===== config.mk =====
export PLATFORM = sky130hd
export DESIGN_NAME = divider
export DESIGN_NICKNAME = d
export VERILOG_FILES = /design/src/rtl/divider_pkg.sv /design/src/rtl/divider.sv
export SDC_FILE = /design/constraint.sdc
export NUM_CORES = 1
export LEC_CHECK = 0
export ABC_CLOCK_PERIOD_IN_PS = 6950
export BUFFER_PORTS_ARGS = -buffer_cell sky130_fd_sc_hd__buf_2
export CORE_UTILIZATION = 30
export CTS_BUF_LIST = sky130_fd_sc_hd__clkbuf_8
export DETAILED_ROUTE_END_ITERATION = 8
export SLEW_MARGIN = 5
export SYNTH_ARGS = -nofsm -noshare
export SYNTH_HDL_FRONTEND = slang
export SYNTH_SLANG_ARGS = --single-unit

===== constraint.sdc =====
create_clock -name clk -period 6.95 [get_ports clk]
set_input_delay 1.0425 -clock clk [delete_from_list [all_inputs] [get_ports clk]]
set_output_delay 1.0425 -clock clk [all_outputs]
set_load 0.02 [all_outputs]

===== src/rtl/divider_pkg.sv =====
`default_nettype none
// ============================================================================
// Module      : divider_pkg
// Description : Shared types for the RV32M iterative divider: operation
//               encoding, FSM state encoding and small op-decode helpers.
// Revision    : 1.0 - initial release
// ============================================================================
package divider_pkg;

    // RV32M divide/remainder operations as driven by the decoder
    typedef enum logic [1:0] {
        DIV  = 2'd0,
        DIVU = 2'd1,
        REM  = 2'd2,
        REMU = 2'd3
    } divider_op_e;

    // Divider control states
    typedef enum logic [1:0] {
        IDLE = 2'd0,
        CALC = 2'd1,
        DONE = 2'd2
    } divider_state_e;

    // True for the signed variants (DIV, REM)
    function automatic logic op_is_signed(input divider_op_e op);
        return (op == DIV) || (op == REM);
    endfunction

    // True when the remainder, not the quotient, is the result
    function automatic logic op_is_rem(input divider_op_e op);
        return (op == REM) || (op == REMU);
    endfunction

endpackage
`default_nettype wire


===== src/rtl/divider.sv =====
`default_nettype none
// ============================================================================
// Module      : divider
// Description : Multi-cycle restoring divider for RV32M DIV/DIVU/REM/REMU.
//               One quotient bit per clock; divide-by-zero and signed
//               overflow bypass the iteration and complete in one cycle.
// Revision    : 1.0 - initial release
// ============================================================================
module divider
    import divider_pkg::*;
#(
    parameter int DataBitwidth    = 32,
    parameter int AddressBitwidth = 5
) (
    input  logic                       clk,
    input  logic                       rst_n,
    input  logic                       start,
    input  logic [1:0]                 op,
    input  logic [DataBitwidth-1:0]    rs1_data,
    input  logic [DataBitwidth-1:0]    rs2_data,
    input  logic [AddressBitwidth-1:0] rd_in,
    input  logic                       flush,
    output logic                       busy,
    output logic [AddressBitwidth-1:0] rd,
    output logic                       rd_write_enable,
    output logic [DataBitwidth-1:0]    rd_data
);

    localparam int c_cnt_w = (DataBitwidth > 1) ? $clog2(DataBitwidth) : 1;
    localparam logic [c_cnt_w-1:0]      c_cnt_init = c_cnt_w'(DataBitwidth - 1);
    localparam logic [DataBitwidth-1:0] c_min_neg  = {1'b1, {(DataBitwidth-1){1'b0}}};

    divider_state_e              r_state;
    divider_state_e              w_state_next;
    divider_op_e                 r_op;
    logic [AddressBitwidth-1:0]  r_rd;
    logic [c_cnt_w-1:0]          r_cnt;
    logic [DataBitwidth-1:0]     r_quot;
    logic [DataBitwidth-1:0]     r_rem;
    logic [DataBitwidth-1:0]     r_divisor;
    logic                        r_neg_q;
    logic                        r_neg_r;
    logic [DataBitwidth-1:0]     r_rd_data;

    // Request decode on the input side
    divider_op_e                 w_op_in;
    logic                        w_in_signed;
    logic                        w_in_rem;
    logic                        w_a_neg;
    logic                        w_b_neg;
    logic [DataBitwidth-1:0]     w_a_mag;
    logic [DataBitwidth-1:0]     w_b_mag;
    logic                        w_div_zero;
    logic                        w_overflow;
    logic                        w_special;
    logic [DataBitwidth-1:0]     w_special_result;
    logic                        w_accept;

    // Single restoring iteration
    logic [DataBitwidth:0]       w_trial;
    logic                        w_qbit;
    logic [DataBitwidth-1:0]     w_rem_next;
    logic [DataBitwidth-1:0]     w_quot_next;
    logic [DataBitwidth-1:0]     w_q_fix;
    logic [DataBitwidth-1:0]     w_r_fix;
    logic [DataBitwidth-1:0]     w_result;

    assign w_op_in     = divider_op_e'(op);
    assign w_in_signed = op_is_signed(w_op_in);
    assign w_in_rem    = op_is_rem(w_op_in);
    assign w_a_neg     = w_in_signed & rs1_data[DataBitwidth-1];
    assign w_b_neg     = w_in_signed & rs2_data[DataBitwidth-1];
    assign w_a_mag     = w_a_neg ? ('0 - rs1_data) : rs1_data;
    assign w_b_mag     = w_b_neg ? ('0 - rs2_data) : rs2_data;
    assign w_div_zero  = (rs2_data == '0);
    assign w_overflow  = w_in_signed && (rs1_data == c_min_neg) && (rs2_data == '1);
    assign w_special   = w_div_zero | w_overflow;
    assign w_accept    = (r_state == IDLE) && start && !flush;

    // Divide-by-zero wins over overflow: quotient all ones, remainder = dividend
    assign w_special_result = w_div_zero ? (w_in_rem ? rs1_data : '1)
                                         : (w_in_rem ? '0 : c_min_neg);

    // Shift next dividend bit into the partial remainder and try to subtract
    assign w_trial     = {r_rem, r_quot[DataBitwidth-1]} - {1'b0, r_divisor};
    assign w_qbit      = ~w_trial[DataBitwidth];
    assign w_rem_next  = w_qbit ? w_trial[DataBitwidth-1:0]
                                : {r_rem[DataBitwidth-2:0], r_quot[DataBitwidth-1]};
    assign w_quot_next = {r_quot[DataBitwidth-2:0], w_qbit};
    assign w_q_fix     = r_neg_q ? ('0 - w_quot_next) : w_quot_next;
    assign w_r_fix     = r_neg_r ? ('0 - w_rem_next) : w_rem_next;
    assign w_result    = op_is_rem(r_op) ? w_r_fix : w_q_fix;

    // State register
    always_ff @(posedge clk or negedge rst_n) begin
        if (!rst_n) begin
            r_state <= IDLE;
        end else begin
            r_state <= w_state_next;
        end
    end

    // Next-state logic; flush overrides both new requests and completion
    always_comb begin
        w_state_next = r_state;
        if (flush) begin
            w_state_next = IDLE;
        end else begin
            case (r_state)
                IDLE:    if (start) w_state_next = w_special ? DONE : CALC;
                CALC:    if (r_cnt == '0) w_state_next = DONE;
                DONE:    w_state_next = IDLE;
                default: w_state_next = IDLE;
            endcase
        end
    end

    // Outputs decoded from state
    always_comb begin
        busy            = (r_state != IDLE);
        rd_write_enable = (r_state == DONE);
        rd              = r_rd;
        rd_data         = r_rd_data;
    end

    // Datapath: capture magnitudes on accept, iterate in CALC, register the
    // sign-corrected result on the final iteration
    always_ff @(posedge clk or negedge rst_n) begin
        if (!rst_n) begin
            r_op      <= DIV;
            r_rd      <= '0;
            r_cnt     <= '0;
            r_quot    <= '0;
            r_rem     <= '0;
            r_divisor <= '0;
            r_neg_q   <= 1'b0;
            r_neg_r   <= 1'b0;
            r_rd_data <= '0;
        end else if (w_accept) begin
            r_op      <= w_op_in;
            r_rd      <= rd_in;
            r_cnt     <= c_cnt_init;
            r_quot    <= w_a_mag;
            r_rem     <= '0;
            r_divisor <= w_b_mag;
            r_neg_q   <= w_a_neg ^ w_b_neg;
            r_neg_r   <= w_a_neg;
            if (w_special) begin
                r_rd_data <= w_special_result;
            end
        end else if ((r_state == CALC) && !flush) begin
            r_quot <= w_quot_next;
            r_rem  <= w_rem_next;
            r_cnt  <= r_cnt - 1'b1;
            if (r_cnt == '0) begin
                r_rd_data <= w_result;
            end
        end
    end

endmodule
`default_nettype wire


### Yosys cells after proc, flatten, opt, wreduce, memory -nomap -nowiden

Index checks and enable logic that the tools add are counted.
Widths: inputs -> output; s select.

| word-level totals | value |
|---|---|
| bits in registers | 144 |
| input port bits | 75 |
| output and inout bits | 39 |
| word-level logic and storage cells | 74 |

| cells by class | value |
|---|---|
| $add $sub $neg | 6 |
| equality and inequality tests | 11 |
| mux-type cells | 24 |
| bitwise operators | 5 |
| reduce and logical (&&, ||, !) cells | 18 |

Operator list:

| kind | count |
|---|---|
| $mux 32 | 17 |
| $sub 1x32->32 const A | 4 |
| $eq 32x32->1 const B | 2 |
| $sub 33x32->33 | 1 |
| $logic_not 32->1 | 1 |
| $eq 2x2->1 const B | 5 |
| $mux 5 | 2 |
| $mux 2 | 4 |
| $ne 3x3->1 const B | 2 |
| $reduce_bool 2->1 | 3 |
| $logic_and 1x1->1 | 5 |
| $logic_not 5->1 | 1 |
| $sub 5x1->5 const B | 1 |
| $logic_not 2->1 | 2 |
| $pmux 2 s2 | 1 |
| $logic_or 1x1->1 | 3 |
| $reduce_and 3->1 | 1 |
| $and 1x1->1 | 2 |
| $eq 2x1->1 const B | 1 |
| $ne 2x2->1 const B | 1 |
| $reduce_and 2->1 | 1 |
| $logic_not 1->1 | 1 |
| $not 1->1 | 1 |
| $or 1x1->1 | 1 |
| $xor 1x1->1 | 1 |

### Longest topological paths before layout

| depth | value |
|---|---|
| word-level depth | 9 |
| depth in mapped cells | 25 |
| gate-level depth less buffers | 22 |

### Worst setup path after synthesis

OpenSTA, ideal clock, no wires.

| timing | value |
|---|---|
| path kind | register -> register |
| from | reg r_quot[31] |
| to | reg r_rd_data[30], in the netlist rd_data[30] |
| library setup time | 0.095 ns |
| data arrival time | 5.437 ns |
| required time | 6.855 ns |
| setup slack | 1.418 ns |
| cell stages (with the launch flop) | 26 |
| path buffers | 3 |
| clock period less this slack | 5.532 ns |
| path through | dfrtp_1 inv_1 ha_1 fa_1 nand2b_1 a211oi_2 o21ai_2 o31ai_4 a21oi_2 xnor2_2 inv_1 buf_2 clkbuf_1 buf_1 nor2_1 a21oi_1 ha_1 o21ai_0 a211oi_2 or4b_1 mux2i_4 o2111ai_1 or2_1 o31ai_1 xor2_1 o31ai_1 |

| between the ends | value |
|---|---|
| longest elaborated chain between the ends | 8 |
| elaborated cells between the ends (all ways) | 11 |
| those cells by class | add/sub: 3; mux: 7; bitwise: 1 |

Ends and longest elaborated chain:

| item | RTL line | RTL |
|---|---|---|
| from (decl) | divider.sv:38 | `logic [DataBitwidth-1:0] r_quot;` |
| from (signal assigned) | divider.sv:143 | `r_quot <= w_a_mag;` |
| from (signal assigned) | divider.sv:152 | `r_quot <= w_quot_next;` |
| $sub 33x32->33 | divider.sv:85 | `assign w_trial = {r_rem, r_quot[DataBitwidth-1]} - {1'b0, r_divisor};` |
| $mux 32 or $not 1->1 (tied branches) | divider.sv:87, divider.sv:86 |  |
| $sub 1x32->32 (on tied branches) | divider.sv:91, divider.sv:90 |  |
| $mux 32 (on tied branches) | divider.sv:91, divider.sv:90 |  |
| $mux 32 * | divider.sv:92 | `assign w_result = op_is_rem(r_op) ? w_r_fix : w_q_fix;` |
| $mux 32 * | divider.sv:155 | `if (r_cnt == '0) begin` |
| $mux 32 * | divider.sv:151 | `end else if ((r_state == CALC) && !flush) begin` |
| $mux 32 * | divider.sv:139 | `end else if (w_accept) begin` |
| to (signal assigned) | divider.sv:149 | `r_rd_data <= w_special_result;` |
| to (signal assigned) | divider.sv:156 | `r_rd_data <= w_result;` |
| to (decl) | divider.sv:43 | `logic [DataBitwidth-1:0] r_rd_data;` |

Mark *: on every way between the ends. The rest lies on a longest branch, timed or not. The select of a mux whose other input is x is not followed.
A chain may end at the register's enable or synchronous reset.

### Final worst setup path

| timing | value |
|---|---|
| from | reg r_quot[31] |
| to | reg r_rd_data[24], in the netlist rd_data[24] |

Same word-level chain as after synthesis.

==> reports/metrics.yaml <==
status:
  status: "finished, final reports clean"
cells_and_area:
  drive_gt1_frac: 0.127
  areaGrowthSynthToFinish_pct: 12.0
  nNetsFinal: 1678
  stdcell_area_mm2: 0.0131
timing:
  skew_ns: 0.0230
  tightest_slew_ns: 1.08
  rsz0062_at_grt: "no"
  setup_viol: 0
  timing.final.crit_period_ns: 5.63
  setup-tns-final_ns: 0
  slew_violations: 0
  holdWs_ns: 0.469
  fmax_ghz: 0.178
  period_share: 0.810
  slew_headroom: 0.277
  final_hold_viol_count: 0
clocking:
  cts_sinks: 143
  clk_latency_ns: 0.49
  root_buffer: "clkbuf_8"
  cts_max_path_buffers: 2
  clkTransAtPathRegs_ns: 0.09
  cts_tree: "done"
  cts_resized: 0
  cts_setup_buffers: 0
  cts_buffers: 17
  ctsHtreeMaxLevel: 4
  cts.hold.buffers_added: 0
worst_setup_path:
  required_ns: 7.34
  end_kind: "register"
  cp.arrival_ns: 6.02
  critPathMaxFanout: 40
  worstSetupPathType: "register to register"
  cp-start-kind: "register"
floorplanning:
  die-width_um: 199
  die_h_um: 199
  core_mm2: 0.0379
  rows: 71
  io_pins: 114
  die_area_mm2: 0.0397
  start_util: 0.308
routing:
  vias_per_cell: 5.42
  drc: 0
  drt-initial-drc-count: 1072
  final_antenna_net_count: 0
  via_count: 11300
  firstDrtPassIters: 8
  avgRoutedWirePerCell_um: 18.5
  wl_um: 38600
yosys:
  ys_types: 89
  avgSynthCellArea_um2: 7.77
  async_flop_share: 1.00
  synth-edff-count: 0
  synth_area_mm2: 0.0117
  ys_warn_count: 0
  synth-seq-area-share: 0.307
  synth_ff_type: "dfrtp_1"
  synth_cells: 1501
  syn_nets: 1616
  synth-seq-cells: 143
place:
  dp_hpwl_um: 29200
  gp_congestion: 0.891
  placed_area_mm2: 0.0127
  portBuffers: 113
power_and_ir_drop:
  power.density_mw_per_mm2: 420
  cellLeakagePower_nw: 5.56
  p_total_mw: 5.49
  peakVddDrop_v: 0.000256
global_route:
  grt_max_degree: 80
  grt_pass1_vias: 10800
  grt_overflow: 0
  grt_pass1_wl_um: 60700
  grt_antenna_before_repair: 1
  track_usage: 0.198
worst_hold_path:
  min-delay-path-class: "register to register"
flow_run:
  cap_violations: 0
[Yosys cell counts (4+ instances only)]
cell type	number	area, µm²
nand2_1	252	946
a22o_1	5	43.8
mux2i_1	24	240
and2_1	6	37.5
nor2b_1	11	68.8
o21ai_1	9	45.0
o21a_1	10	75.1
inv_1	54	203
nor2_1	126	473
o41ai_1	7	61.3
a211oi_1	13	97.6
ha_1	39	488
or2_2	7	43.8
nand2b_1	9	56.3
and3_1	9	56.3
nor3_1	37	185
clkbuf_1	65	244
mux2_2	6	67.6
o2111ai_1	6	52.6
xor2_1	62	543
nand3_1	20	100
nand4_1	21	131
o211ai_1	9	67.6
nand3b_1	6	45.0
nor4b_1	5	43.8
a21oi_1	85	425
nor3b_1	5	37.5
buf_1	9	33.8
a21o_1	18	135
or3_1	13	81.3
dfrtp_1	143	3580
nor4_1	13	81.3
a31oi_1	39	244
xnor2_1	75	657
o31ai_1	29	218
or4_1	9	67.6
a41oi_1	4	35.0
buf_2	9	45.0
o21ai_0	148	741
o221ai_1	10	87.6
[area by class of cell]
type                    count  area (µm²)
fillers                  4090       24900
flip-flops and latches    143        3580
clock inverters            14         143
inverters                  55         206
well taps                 511         639
multi-input cells        1219        7570
repair buffers            127         677
diodes                      1        2.50
clock buffers              18         248
[placed cells by master (no fill, tap or decap), types with 10 or more instances in the layout]
master,netlist,layout
nand4_1,21,21
a21o_1,18,18
xor2_1,62,62
dfrtp_1,143,143
o21ai_0,148,148
nand3_1,20,20
o221ai_1,10,10
nand2_1,252,251
buf_2,9,112
mux2i_1,24,24
a21oi_1,85,85
a31oi_1,39,39
o21a_1,10,10
a211oi_1,13,13
xnor2_1,75,75
nor2b_1,11,11
nor2_1,126,125
nor4_1,13,13
o31ai_1,29,29
ha_1,39,39
inv_1,54,55
or3_1,13,13
buf_4,1,14
nor3_1,37,37
clkbuf_8,0,18
[worst paths after layout]
kind,end,startpoint,slack [ns],depth (start not counted)
max in group asynchronous,r_divisor[5],rst_n,4.94,2
min in group asynchronous,r_quot[24],rst_n,0.61,1
setup / recovery,rd_data[24],r_quot[31],1.32,22
hold / removal,rd_data[3],rd_data[3],0.47,2
setup reg to reg,rd_data[24],r_quot[31],1.32,22
hold reg to reg,rd_data[3],rd_data[3],0.47,2
[cells by family (layout without fill, tap and decap cells)]
| logic type | Yosys count | count (layout) | synth area share |
|---|---|---|---|
| adders and majority gates | 40 | 40 | 0.0435 |
| other | 0 | 1 | 0 |
| and+or+nand+nor | 568 | 568 | 0.226 |
| AOI/OAI and AO/OA | 442 | 442 | 0.245 |
| xor gates and xnor gates | 138 | 138 | 0.104 |
| buffers and inverters | 139 | 214 | 0.0460 |
| DFF | 143 | 143 | 0.307 |
| muxes | 31 | 31 | 0.0283 |
[sequential cells by signal, summed over array words and instances, names as in the netlist]
signal and cells:
r_cnt 5, r_divisor 32, r_neg_q 1, r_neg_r 1, r_op 1, r_quot 32
r_rem 32, r_state 2, rd 5, rd_data 32
[metrics by stage]
step	util	instances	worst slack (ns)
CTS	0.344	2087	1.33
floorplan	-	1501	1.42
global placement	0.334	2055	1.50
finish	0.344	2088	1.32
detailed placement	0.334	2055	1.38
global route	0.344	2088	0.898
[power breakdown]
group	internal, mW	switching [mW]	total (mW)
sequential	1.01	0.243	1.25
combinational	1.33	2.21	3.55
clock	0.327	0.369	0.695
[worst max-delay path, cell delays in order (launching register included)]
cell,delay [ns]
dfrtp_1,0.37
inv_1,0.06
ha_1,0.24
fa_1,0.40
nand2b_1,0.19
a211oi_2,0.35
o21ai_2,0.19
o31ai_4,0.27
a21oi_2,0.14
xnor2_4,0.15
inv_1,0.23
buf_4,0.48
ha_1,0.30
nand3b_2,0.13
or4_1,0.49
or2_1,0.28
or4_4,0.47
o21ai_0,0.22
xnor2_1,0.14
nand3_1,0.09
a21oi_1,0.17
a21oi_1,0.05
o31ai_1,0.10
[layer usage]
metal,track usage,share of wire
met5,0,0
met1,0.253,0.44
met4,0.0781,0.031
met2,0.336,0.49
met3,0.0277,0.045
No activity file was read; power rests on OpenSTA's default activity.
